**config.mk**
```make
export PLATFORM = sky130hd
export DESIGN_NAME = tiled_router_controller_flat
export DESIGN_NICKNAME = d
export VERILOG_FILES = /design/src/rtl/tiled_router_controller_pkg.sv /design/src/rtl/tiled_router_controller_if.sv /design/src/rtl/tiled_router_controller_coord_counter.sv /design/src/rtl/tiled_router_controller.sv /design/src/flat_wrapper.sv
export SDC_FILE = /design/constraint.sdc
export NUM_CORES = 1
export LEC_CHECK = 0
export CAP_MARGIN = 20
export CORE_ASPECT_RATIO = 1.75
export CORE_MARGIN = 2
export CORE_UTILIZATION = 46
export CTS_CLUSTER_DIAMETER = 150
export DETAILED_ROUTE_END_ITERATION = 10
export GPL_ROUTABILITY_DRIVEN = 0
export GPL_TIMING_DRIVEN = 0
export PLACE_DENSITY = 0.79
export SKIP_CTS_REPAIR_TIMING = 1
export SLEW_MARGIN = 20
export SYNTH_ARGS = -nofsm -noshare
export SYNTH_HDL_FRONTEND = slang
export SYNTH_SLANG_ARGS = --single-unit
```
**constraint.sdc**
```tcl
create_clock -name i_clk -period 1.8 [get_ports i_clk]
set_input_delay 0.27 -clock i_clk [delete_from_list [all_inputs] [get_ports i_clk]]
set_output_delay 0.27 -clock i_clk [all_outputs]
set_load 0.05 [all_outputs]
```
**src/rtl/tiled_router_controller_pkg.sv**
```systemverilog
// -----------------------------------------------------------------------------
// router_pkg
// Shared types and constants for the tiled row-router successor sequencer.
//   state_t         : sequencer FSM states
//   coord_t         : one issued coordinate {x, y, ch, row_id} at default widths
//   row_id_width()  : width of a row-router index, never less than 1 bit
// Optional feature macro used by the top: TILED_ROUTER_CTRL_PERF_EN
// -----------------------------------------------------------------------------
package router_pkg;

   // A single row router still needs a 1-bit index, so $clog2(1)=0 is clamped.
   function automatic int row_id_width(input int row_count);
      return (row_count > 1) ? $clog2(row_count) : 1;
   endfunction

   localparam int ROW_COUNT_DEF    = 4;
   localparam int ADDR_WIDTH_DEF   = 8;
   localparam int CH_WIDTH_DEF     = 4;
   localparam int ROW_ID_WIDTH_DEF = row_id_width(ROW_COUNT_DEF);

   typedef enum logic [2:0] {
      IDLE,
      LOAD,
      GEN,
      COMPARE,
      DRAIN,
      CLEAR,
      DONE
   } state_t;

   typedef struct packed {
      logic [ADDR_WIDTH_DEF-1:0]   x;
      logic [ADDR_WIDTH_DEF-1:0]   y;
      logic [CH_WIDTH_DEF-1:0]     ch;
      logic [ROW_ID_WIDTH_DEF-1:0] row_id;
   } coord_t;

endpackage

```
**src/rtl/tiled_router_controller_if.sv**
```systemverilog
// -----------------------------------------------------------------------------
// tiled_router_controller_if
// Coordinate handshake between the sequencer and the address generator.
//   o_coord_valid : coordinate valid (sequencer -> address generator)
//   i_coord_ready : coordinate accepted (address generator -> sequencer)
//   o_o_x, o_o_y  : output-map coordinate
//   o_ch          : channel index
//   o_row_id      : target row router
// Modports: master = sequencer side, slave = address generator side.
// -----------------------------------------------------------------------------
interface tiled_router_controller_if
   import router_pkg::*;
#(
   parameter int ADDR_WIDTH   = ADDR_WIDTH_DEF,
   parameter int CH_WIDTH     = CH_WIDTH_DEF,
   parameter int ROW_ID_WIDTH = ROW_ID_WIDTH_DEF
);

   logic                    o_coord_valid;
   logic                    i_coord_ready;
   logic [ADDR_WIDTH-1:0]   o_o_x;
   logic [ADDR_WIDTH-1:0]   o_o_y;
   logic [CH_WIDTH-1:0]     o_ch;
   logic [ROW_ID_WIDTH-1:0] o_row_id;

   modport master (
      output o_coord_valid,
      output o_o_x,
      output o_o_y,
      output o_ch,
      output o_row_id,
      input  i_coord_ready
   );

   modport slave (
      input  o_coord_valid,
      input  o_o_x,
      input  o_o_y,
      input  o_ch,
      input  o_row_id,
      output i_coord_ready
   );

endinterface

```
**src/rtl/tiled_router_controller_coord_counter.sv**
```systemverilog
// -----------------------------------------------------------------------------
// router_coord_counter
// Nested output-map walker: y counts fastest, then x, then channel. Also keeps
// the row-router index for the current batch.
//   clk, srst           : clock, synchronous active-high reset
//   load                : latch sizes (minus one) and zero all counters
//   advance             : one coordinate was accepted, step to the next
//   clear_row           : restart row_id at 0 for a new batch
//   size_w/size_h/size_c: map sizes, sampled on load
//   x, y, ch, row_id    : current coordinate (registered)
//   last_coord          : current coordinate is the final one of the map
//   batch_end           : accepting the current coordinate closes the batch
// -----------------------------------------------------------------------------
module router_coord_counter
   import router_pkg::*;
#(
   parameter int ROW_COUNT    = ROW_COUNT_DEF,
   parameter int ADDR_WIDTH   = ADDR_WIDTH_DEF,
   parameter int CH_WIDTH     = CH_WIDTH_DEF,
   parameter int ROW_ID_WIDTH = row_id_width(ROW_COUNT)
) (
   input  logic                    clk,
   input  logic                    srst,
   input  logic                    load,
   input  logic                    advance,
   input  logic                    clear_row,
   input  logic [ADDR_WIDTH-1:0]   size_w,
   input  logic [ADDR_WIDTH-1:0]   size_h,
   input  logic [CH_WIDTH-1:0]     size_c,
   output logic [ADDR_WIDTH-1:0]   x,
   output logic [ADDR_WIDTH-1:0]   y,
   output logic [CH_WIDTH-1:0]     ch,
   output logic [ROW_ID_WIDTH-1:0] row_id,
   output logic                    last_coord,
   output logic                    batch_end
);

   localparam logic [ROW_ID_WIDTH-1:0] ROW_LAST = ROW_ID_WIDTH'(ROW_COUNT - 1);

   // Sizes are held as size-1 so every wrap test is a plain equality at full
   // width; a size of 2^N-1 never needs an extra bit. A zero size wraps here,
   // but the FSM never walks a map with a zero dimension.
   logic [ADDR_WIDTH-1:0]   w_m1_reg;
   logic [ADDR_WIDTH-1:0]   h_m1_reg;
   logic [CH_WIDTH-1:0]     c_m1_reg;
   logic [ADDR_WIDTH-1:0]   x_reg;
   logic [ADDR_WIDTH-1:0]   y_reg;
   logic [CH_WIDTH-1:0]     ch_reg;
   logic [ROW_ID_WIDTH-1:0] row_id_reg;

   always_ff @(posedge clk) begin
      if (srst) begin
         w_m1_reg   <= '0;
         h_m1_reg   <= '0;
         c_m1_reg   <= '0;
         x_reg      <= '0;
         y_reg      <= '0;
         ch_reg     <= '0;
         row_id_reg <= '0;
      end else if (load) begin
         w_m1_reg   <= size_w - ADDR_WIDTH'(1);
         h_m1_reg   <= size_h - ADDR_WIDTH'(1);
         c_m1_reg   <= size_c - CH_WIDTH'(1);
         x_reg      <= '0;
         y_reg      <= '0;
         ch_reg     <= '0;
         row_id_reg <= '0;
      end else begin
         if (advance) begin
            if (y_reg != h_m1_reg) begin
               y_reg <= y_reg + ADDR_WIDTH'(1);
            end else begin
               y_reg <= '0;
               if (x_reg != w_m1_reg) begin
                  x_reg <= x_reg + ADDR_WIDTH'(1);
               end else begin
                  x_reg <= '0;
                  // After the final coordinate the walk folds back to the
                  // origin rather than running past the map.
                  if (ch_reg != c_m1_reg) begin
                     ch_reg <= ch_reg + CH_WIDTH'(1);
                  end else begin
                     ch_reg <= '0;
                  end
               end
            end
            // Holds at the last router until the batch is cleared, so a
            // non-power-of-two ROW_COUNT never shows an out-of-range index.
            if (row_id_reg != ROW_LAST) begin
               row_id_reg <= row_id_reg + ROW_ID_WIDTH'(1);
            end
         end
         if (clear_row) begin
            row_id_reg <= '0;
         end
      end
   end

   assign x          = x_reg;
   assign y          = y_reg;
   assign ch         = ch_reg;
   assign row_id     = row_id_reg;
   assign last_coord = (x_reg == w_m1_reg) && (y_reg == h_m1_reg) && (ch_reg == c_m1_reg);
   assign batch_end  = (row_id_reg == ROW_LAST) || last_coord;

endmodule

```
**src/rtl/tiled_router_controller.sv**
```systemverilog
// -----------------------------------------------------------------------------
// tiled_router_controller
// Successor sequencer for the row-router array. Walks a W x H x C output map,
// issues coordinates in batches of up to ROW_COUNT rows, then runs the tile
// compare phase, the data-out phase and a router clear before the next batch.
// Ports:
//   i_clk, i_rst        : clock, synchronous active-high reset
//   i_start             : start pulse, honoured only when idle
//   i_reg_clear         : synchronous abort, same effect as i_rst
//   i_o_w, i_o_h        : output width/height, latched in LOAD
//   i_ch_count          : channel count, latched in LOAD
//   coord (master)      : coordinate valid/ready handshake to address generator
//   o_tile_read_en      : tile reader enable (COMPARE)
//   o_ac_en             : address comparator enable (COMPARE)
//   i_addr_empty        : router address queues empty
//   o_pop_en            : row-router data pop enable (DRAIN)
//   i_data_empty        : router data FIFOs empty
//   o_reg_clear         : one-cycle router clear pulse (CLEAR)
//   o_busy              : high in every state except IDLE
//   o_done              : one-cycle completion pulse
// Optional (macro TILED_ROUTER_CTRL_PERF_EN):
//   o_stall_cycles      : GEN cycles with valid high and ready low, saturating
//   o_batch_count       : completed CLEAR states, saturating
// -----------------------------------------------------------------------------
module tiled_router_controller
   import router_pkg::*;
#(
   parameter int ROW_COUNT  = ROW_COUNT_DEF,
   parameter int ADDR_WIDTH = ADDR_WIDTH_DEF,
   parameter int CH_WIDTH   = CH_WIDTH_DEF
) (
   input  logic                  i_clk,
   input  logic                  i_rst,
   input  logic                  i_start,
   input  logic                  i_reg_clear,
   input  logic [ADDR_WIDTH-1:0] i_o_w,
   input  logic [ADDR_WIDTH-1:0] i_o_h,
   input  logic [CH_WIDTH-1:0]   i_ch_count,
   tiled_router_controller_if.master coord,
   output logic                  o_tile_read_en,
   output logic                  o_ac_en,
   input  logic                  i_addr_empty,
   output logic                  o_pop_en,
   input  logic                  i_data_empty,
   output logic                  o_reg_clear,
   output logic                  o_busy,
   output logic                  o_done
`ifdef TILED_ROUTER_CTRL_PERF_EN
   ,
   output logic [31:0]           o_stall_cycles,
   output logic [15:0]           o_batch_count
`endif
);

   localparam int ROW_ID_WIDTH = row_id_width(ROW_COUNT);

   // The abort input behaves exactly like reset, so both feed one clear.
   logic srst;
   assign srst = i_rst | i_reg_clear;

   state_t state_reg;
   logic   coord_valid_reg;
   logic   tile_read_en_reg;
   logic   ac_en_reg;
   logic   pop_en_reg;
   logic   reg_clear_reg;
   logic   busy_reg;
   logic   done_reg;
   // Marks the first cycle of COMPARE/DRAIN, which may never be an exit.
   logic   first_reg;
   // Set once the final coordinate of the map has been accepted.
   logic   final_reg;

   logic                    handshake;
   logic                    zero_size;
   logic [ADDR_WIDTH-1:0]   cnt_x;
   logic [ADDR_WIDTH-1:0]   cnt_y;
   logic [CH_WIDTH-1:0]     cnt_ch;
   logic [ROW_ID_WIDTH-1:0] cnt_row_id;
   logic                    cnt_last_coord;
   logic                    cnt_batch_end;

   assign handshake = (state_reg == GEN) && coord_valid_reg && coord.i_coord_ready;
   assign zero_size = (i_o_w == '0) || (i_o_h == '0) || (i_ch_count == '0);

   router_coord_counter #(
      .ROW_COUNT    (ROW_COUNT),
      .ADDR_WIDTH   (ADDR_WIDTH),
      .CH_WIDTH     (CH_WIDTH),
      .ROW_ID_WIDTH (ROW_ID_WIDTH)
   ) u_coord_counter (
      .clk        (i_clk),
      .srst       (srst),
      .load       (state_reg == LOAD),
      .advance    (handshake),
      .clear_row  (state_reg == CLEAR),
      .size_w     (i_o_w),
      .size_h     (i_o_h),
      .size_c     (i_ch_count),
      .x          (cnt_x),
      .y          (cnt_y),
      .ch         (cnt_ch),
      .row_id     (cnt_row_id),
      .last_coord (cnt_last_coord),
      .batch_end  (cnt_batch_end)
   );

   always_ff @(posedge i_clk) begin
      if (srst) begin
         state_reg        <= IDLE;
         coord_valid_reg  <= 1'b0;
         tile_read_en_reg <= 1'b0;
         ac_en_reg        <= 1'b0;
         pop_en_reg       <= 1'b0;
         reg_clear_reg    <= 1'b0;
         busy_reg         <= 1'b0;
         done_reg         <= 1'b0;
         first_reg        <= 1'b0;
         final_reg        <= 1'b0;
      end else begin
         reg_clear_reg <= 1'b0;
         done_reg      <= 1'b0;
         case (state_reg)
            IDLE: begin
               if (i_start) begin
                  state_reg <= LOAD;
                  busy_reg  <= 1'b1;
               end
            end
            LOAD: begin
               final_reg <= 1'b0;
               if (zero_size) begin
                  state_reg <= DONE;
                  done_reg  <= 1'b1;
               end else begin
                  state_reg       <= GEN;
                  coord_valid_reg <= 1'b1;
               end
            end
            GEN: begin
               if (handshake) begin
                  if (cnt_last_coord) begin
                     final_reg <= 1'b1;
                  end
                  if (cnt_batch_end) begin
                     state_reg        <= COMPARE;
                     coord_valid_reg  <= 1'b0;
                     tile_read_en_reg <= 1'b1;
                     ac_en_reg        <= 1'b1;
                     first_reg        <= 1'b1;
                  end
               end
            end
            COMPARE: begin
               if (first_reg) begin
                  first_reg <= 1'b0;
               end else if (i_addr_empty) begin
                  state_reg        <= DRAIN;
                  tile_read_en_reg <= 1'b0;
                  ac_en_reg        <= 1'b0;
                  pop_en_reg       <= 1'b1;
                  first_reg        <= 1'b1;
               end
            end
            DRAIN: begin
               if (first_reg) begin
                  first_reg <= 1'b0;
               end else if (i_data_empty) begin
                  state_reg     <= CLEAR;
                  pop_en_reg    <= 1'b0;
                  reg_clear_reg <= 1'b1;
               end
            end
            CLEAR: begin
               if (final_reg) begin
                  state_reg <= DONE;
                  done_reg  <= 1'b1;
               end else begin
                  state_reg       <= GEN;
                  coord_valid_reg <= 1'b1;
               end
            end
            DONE: begin
               state_reg <= IDLE;
               busy_reg  <= 1'b0;
            end
            default: begin
               state_reg <= IDLE;
               busy_reg  <= 1'b0;
            end
         endcase
      end
   end

   assign coord.o_coord_valid = coord_valid_reg;
   assign coord.o_o_x         = cnt_x;
   assign coord.o_o_y         = cnt_y;
   assign coord.o_ch          = cnt_ch;
   assign coord.o_row_id      = cnt_row_id;
   assign o_tile_read_en      = tile_read_en_reg;
   assign o_ac_en             = ac_en_reg;
   assign o_pop_en            = pop_en_reg;
   assign o_reg_clear         = reg_clear_reg;
   assign o_busy              = busy_reg;
   assign o_done              = done_reg;

`ifdef TILED_ROUTER_CTRL_PERF_EN
   logic [31:0] stall_cycles_reg;
   logic [15:0] batch_count_reg;

   always_ff @(posedge i_clk) begin
      if (srst || (state_reg == LOAD)) begin
         stall_cycles_reg <= '0;
         batch_count_reg  <= '0;
      end else begin
         if ((state_reg == GEN) && coord_valid_reg && !coord.i_coord_ready &&
             (stall_cycles_reg != '1)) begin
            stall_cycles_reg <= stall_cycles_reg + 32'd1;
         end
         if ((state_reg == CLEAR) && (batch_count_reg != '1)) begin
            batch_count_reg <= batch_count_reg + 16'd1;
         end
      end
   end

   assign o_stall_cycles = stall_cycles_reg;
   assign o_batch_count  = batch_count_reg;
`endif

endmodule

```
**src/flat_wrapper.sv**
```systemverilog
// flat-port wrapper written by rule: the top's interface ports become plain ports
module tiled_router_controller_flat import router_pkg::*;
#(
   parameter int ROW_COUNT  = ROW_COUNT_DEF,
   parameter int ADDR_WIDTH = ADDR_WIDTH_DEF,
   parameter int CH_WIDTH   = CH_WIDTH_DEF
)
  (i_clk, i_rst, i_start, i_reg_clear, i_o_w, i_o_h, i_ch_count, o_tile_read_en, o_ac_en, i_addr_empty, o_pop_en, i_data_empty, o_reg_clear, o_busy, o_done, coord_o_coord_valid, coord_o_o_x, coord_o_o_y, coord_o_ch, coord_o_row_id, coord_i_coord_ready);
  tiled_router_controller_if #(.ADDR_WIDTH(ADDR_WIDTH), .CH_WIDTH(CH_WIDTH), .ROW_ID_WIDTH(2)) coord_i ();
  input  logic i_clk;
  input  logic i_rst;
  input  logic i_start;
  input  logic i_reg_clear;
  input  logic [ADDR_WIDTH-1:0] i_o_w;
  input  logic [ADDR_WIDTH-1:0] i_o_h;
  input  logic [CH_WIDTH-1:0] i_ch_count;
  output logic o_tile_read_en;
  output logic o_ac_en;
  input  logic i_addr_empty;
  output logic o_pop_en;
  input  logic i_data_empty;
  output logic o_reg_clear;
  output logic o_busy;
  output logic o_done;
  output wire logic [$bits(coord_i.o_coord_valid)-1:0] coord_o_coord_valid;
  output wire logic [$bits(coord_i.o_o_x)-1:0] coord_o_o_x;
  output wire logic [$bits(coord_i.o_o_y)-1:0] coord_o_o_y;
  output wire logic [$bits(coord_i.o_ch)-1:0] coord_o_ch;
  output wire logic [$bits(coord_i.o_row_id)-1:0] coord_o_row_id;
  input wire logic [$bits(coord_i.i_coord_ready)-1:0] coord_i_coord_ready;
  assign coord_o_coord_valid = coord_i.o_coord_valid;
  assign coord_o_o_x = coord_i.o_o_x;
  assign coord_o_o_y = coord_i.o_o_y;
  assign coord_o_ch = coord_i.o_ch;
  assign coord_o_row_id = coord_i.o_row_id;
  assign coord_i.i_coord_ready = coord_i_coord_ready;
  tiled_router_controller #(.ROW_COUNT(ROW_COUNT), .ADDR_WIDTH(ADDR_WIDTH), .CH_WIDTH(CH_WIDTH)) u_core (.i_clk(i_clk), .i_rst(i_rst), .i_start(i_start), .i_reg_clear(i_reg_clear), .i_o_w(i_o_w), .i_o_h(i_o_h), .i_ch_count(i_ch_count), .coord(coord_i), .o_tile_read_en(o_tile_read_en), .o_ac_en(o_ac_en), .i_addr_empty(i_addr_empty), .o_pop_en(o_pop_en), .i_data_empty(i_data_empty), .o_reg_clear(o_reg_clear), .o_busy(o_busy), .o_done(o_done));
endmodule
```
==> impl_metrics.ini <==
[yosys]
synth_edf_count = 0
yosys.area_share.adder_pct = 4.03
synth_ff_type = dfxtp_1
synth_most_common_cell = dfxtp_1
muxShareOfSynthArea_pct = 0.358
ys_seq_area_share_pct = 38.0
netlist-cell-type-count = 50
yosysTopAreaCellShare_pct = 38.0
synth_xor_area_share_pct = 14.1
synth-simple-area-share_pct = 24.7
avgSynthCellArea_um2 = 8.39
synth_top_area_cell = dfxtp_1
synthTopCellsByArea = dfxtp_1 (38%), xnor2_1 (9.1%), nor2_1 (7.0%), a211oi_1 (5.6%), xor2_1 (5.0%)
syn_nets = 369
syn-cell-area_um2 = 2790
synth-compound-area-share_pct = 14.8
ys_ff_latch = 53
netlist_instances = 333
synthArstFlopShare_pct = 0
synth_top_cells_by_count = dfxtp_1 (53), nor2_1 (52), xnor2_1 (29)
ys_warn_count = 0
synth_top_family_by_area = simple AND/OR/NAND/NOR gates

[sta]
finalHoldViolCount = 0
setup_slack_ns = -0.180
fmax_mhz = 505
fin_skew_ns = 0.00574
maxSlewViolCount = 0
setup_viol = 19
tightest_slew_ns = 0.669
tns_ns = -1.96
min_period_over_period_pct = 110
layout_min_cycle_time_ns = 1.98
slew_headroom_pct = 55.1
rsz0062_at_grt = true

[grt]
first_global_vias = 2564
grtUsageMet2_pct = 40.5
grt_max_degree = 17
grt_overflow_total = 0
grt_first_pass_wirelength_um = 11400
track_usage_pct = 21.1
grt_antenna_before_repair = 0
gr-usage-met1_pct = 20.7
globalRoute.busiestLayer = met2
use_met3_pct = 3.04

[layout]
diodes = 0
drive_gt1_share_pct = 13.6
fillers = 528
multiInputGateArea_um2 = 1700
layoutNonFillerInstCount = 481
ff_latch_area_um2 = 1100
area_growth_syn_to_layout_pct = 36.6
fin_area_um2 = 3810
nets = 438

[floorplan]
start_util_pct = 47.5
rows = 37
die_h_um = 107
core_um2 = 5880
die_x_um = 62.9
pin_count = 56
die_area_um2 = 6740

[routing]
routed_wl_um = 7310
drtPass1Iterations = 4
drt.antenna.violating_nets = 0
drc = 0
wl_per_cell_um = 15.2
num_vias = 2675
viasPerCell = 5.56
dr.first_iter.drc_count = 89

[critical_path]
slowest_delay_ns = 0.36
critPathKind = reg2reg
worst_path_most_repeated_cell = or3_1
cpMaxStageDelayCell = or3_4
reg2reg_slack_ns = -0.18
cp_num_buf_inv = 2
crit_path_end_kind = register
worstSetupStartpointType = register
crit_chain = nand2b_4 > or3_1 > buf_6 > or3_4 > buf_8 > or3_1 > a21oi_1
worstPathRequired_ns = 2.05
cp_max_fo = 6
path_delay_family = simple AND/OR/NAND/NOR gates
cp.arrival_ns = 2.23

[clock_tree]
tritoncts = done
cts.htree.levels = 2
clk_latency_ns = 0.31
cts_root_buf = clkbuf_8
cts.path.max_buffers = 2
clkTransAtPathRegs_ns = 0.09
numCtsBuffers = 5
cts.sinks = 53

[hold_path]
min-delay-path-class = reg2reg

[placement]
place_area_um2 = 3490
placed_cells = 466
hpwl_um = 5420
portBuffers = 55

[power]
p_leak_nw = 1.73
peakVddDrop_v = 0.000381
power.density_nw_per_um2 = 614

[status]
violations = negative setup slack
outcome = finished, violations left

[job]
drv_cap = 0
==> final timing paths <==
check	start	to	cells after the start
max	u_core.state_reg[2]	u_core.u_coord_counter.x[6]	7
min	u_core.o_pop_en	u_core.o_pop_en	2
max reg2reg	u_core.state_reg[2]	u_core.u_coord_counter.x[6]	7
min reg2reg	u_core.o_pop_en	u_core.o_pop_en	2
==> metal layers <==
| layer | share of wire (%) | up-vias |
|---|---|---|
| li1 | - | 1308 |
| met1 | 37 | 1262 |
| met2 | 55 | 80 |
| met3 | 3.2 | 25 |
| met4 | 4.8 | 0 |
| met5 | 0 | - |
==> tightest hold or removal path: stages, from the launching register on <==
cell and delay [ns]:
dfxtp_1 0.32, inv_1 0.05, a221oi_1 0.07
==> per-stage QoR <==
stage	total power [mW]	setup slack (ns)	utilization [%]	hold WS [ns]
floorplan	1.41	-0.0956	-	0.366
global placement	1.53	-0.525	59.3	0.449
detailed placement	1.54	-0.549	59.3	0.459
CTS	2.32	-0.463	61.2	0.483
global route	2.43	-0.254	64.9	0.512
finish	2.34	-0.180	64.9	0.485
==> power breakdown <==
part / switching [mW] / internal (mW) / leakage [nW] / total (mW)
logic: 0.197 / 0.151 / 1.24 / 0.348
registers: 0.0131 / 1.18 / 0.437 / 1.19
clock network: 0.393 / 0.410 / 0.0518 / 0.802
==> placed cells by master (no fill, tap or decap), types with 4 or more instances in the layout <==
master and count:
a211oi_1 21, a21oi_1 9, and2_1 4, buf_4 7, clkbuf_1 4, clkbuf_2 4
clkbuf_8 5, clkdlybuf4s50_1 32, dfxtp_1 39, dfxtp_2 7, dfxtp_4 7, dlymetal6s2s_1 23
ha_1 9, inv_1 11, nand2_1 18, nand2b_1 5, nand3_1 11, nand4_1 7
nor2_1 50, nor3_1 9, nor4_1 8, o21ai_0 5, xnor2_1 29, xor2_1 16
==> cell type report <==
class | instances | area share [%]
Multi-Input combinational cell | 254 | 44.6
Tap cell | 78 | 2.56
Timing Repair Buffer | 63 | 17.9
Buffer | 14 | 2.23
Clock buffer | 5 | 1.80
Sequential cell | 53 | 28.7
Inverter | 11 | 1.08
Clock inverter | 3 | 1.08
==> cells by family (layout without fill, tap and decap cells) <==
| family | after synthesis | count (layout) |
|---|---|---|
| AO/OA/AOI/OAI | 60 | 60 |
| adder cells (fa/ha/maj) | 9 | 9 |
| multiplexers | 1 | 1 |
| buffers and inverters | 26 | 96 |
| flip-flops | 53 | 53 |
| XOR/XNOR | 45 | 45 |
| AND/OR/NAND/NOR | 139 | 139 |
(Power assumes the default switching activity.)
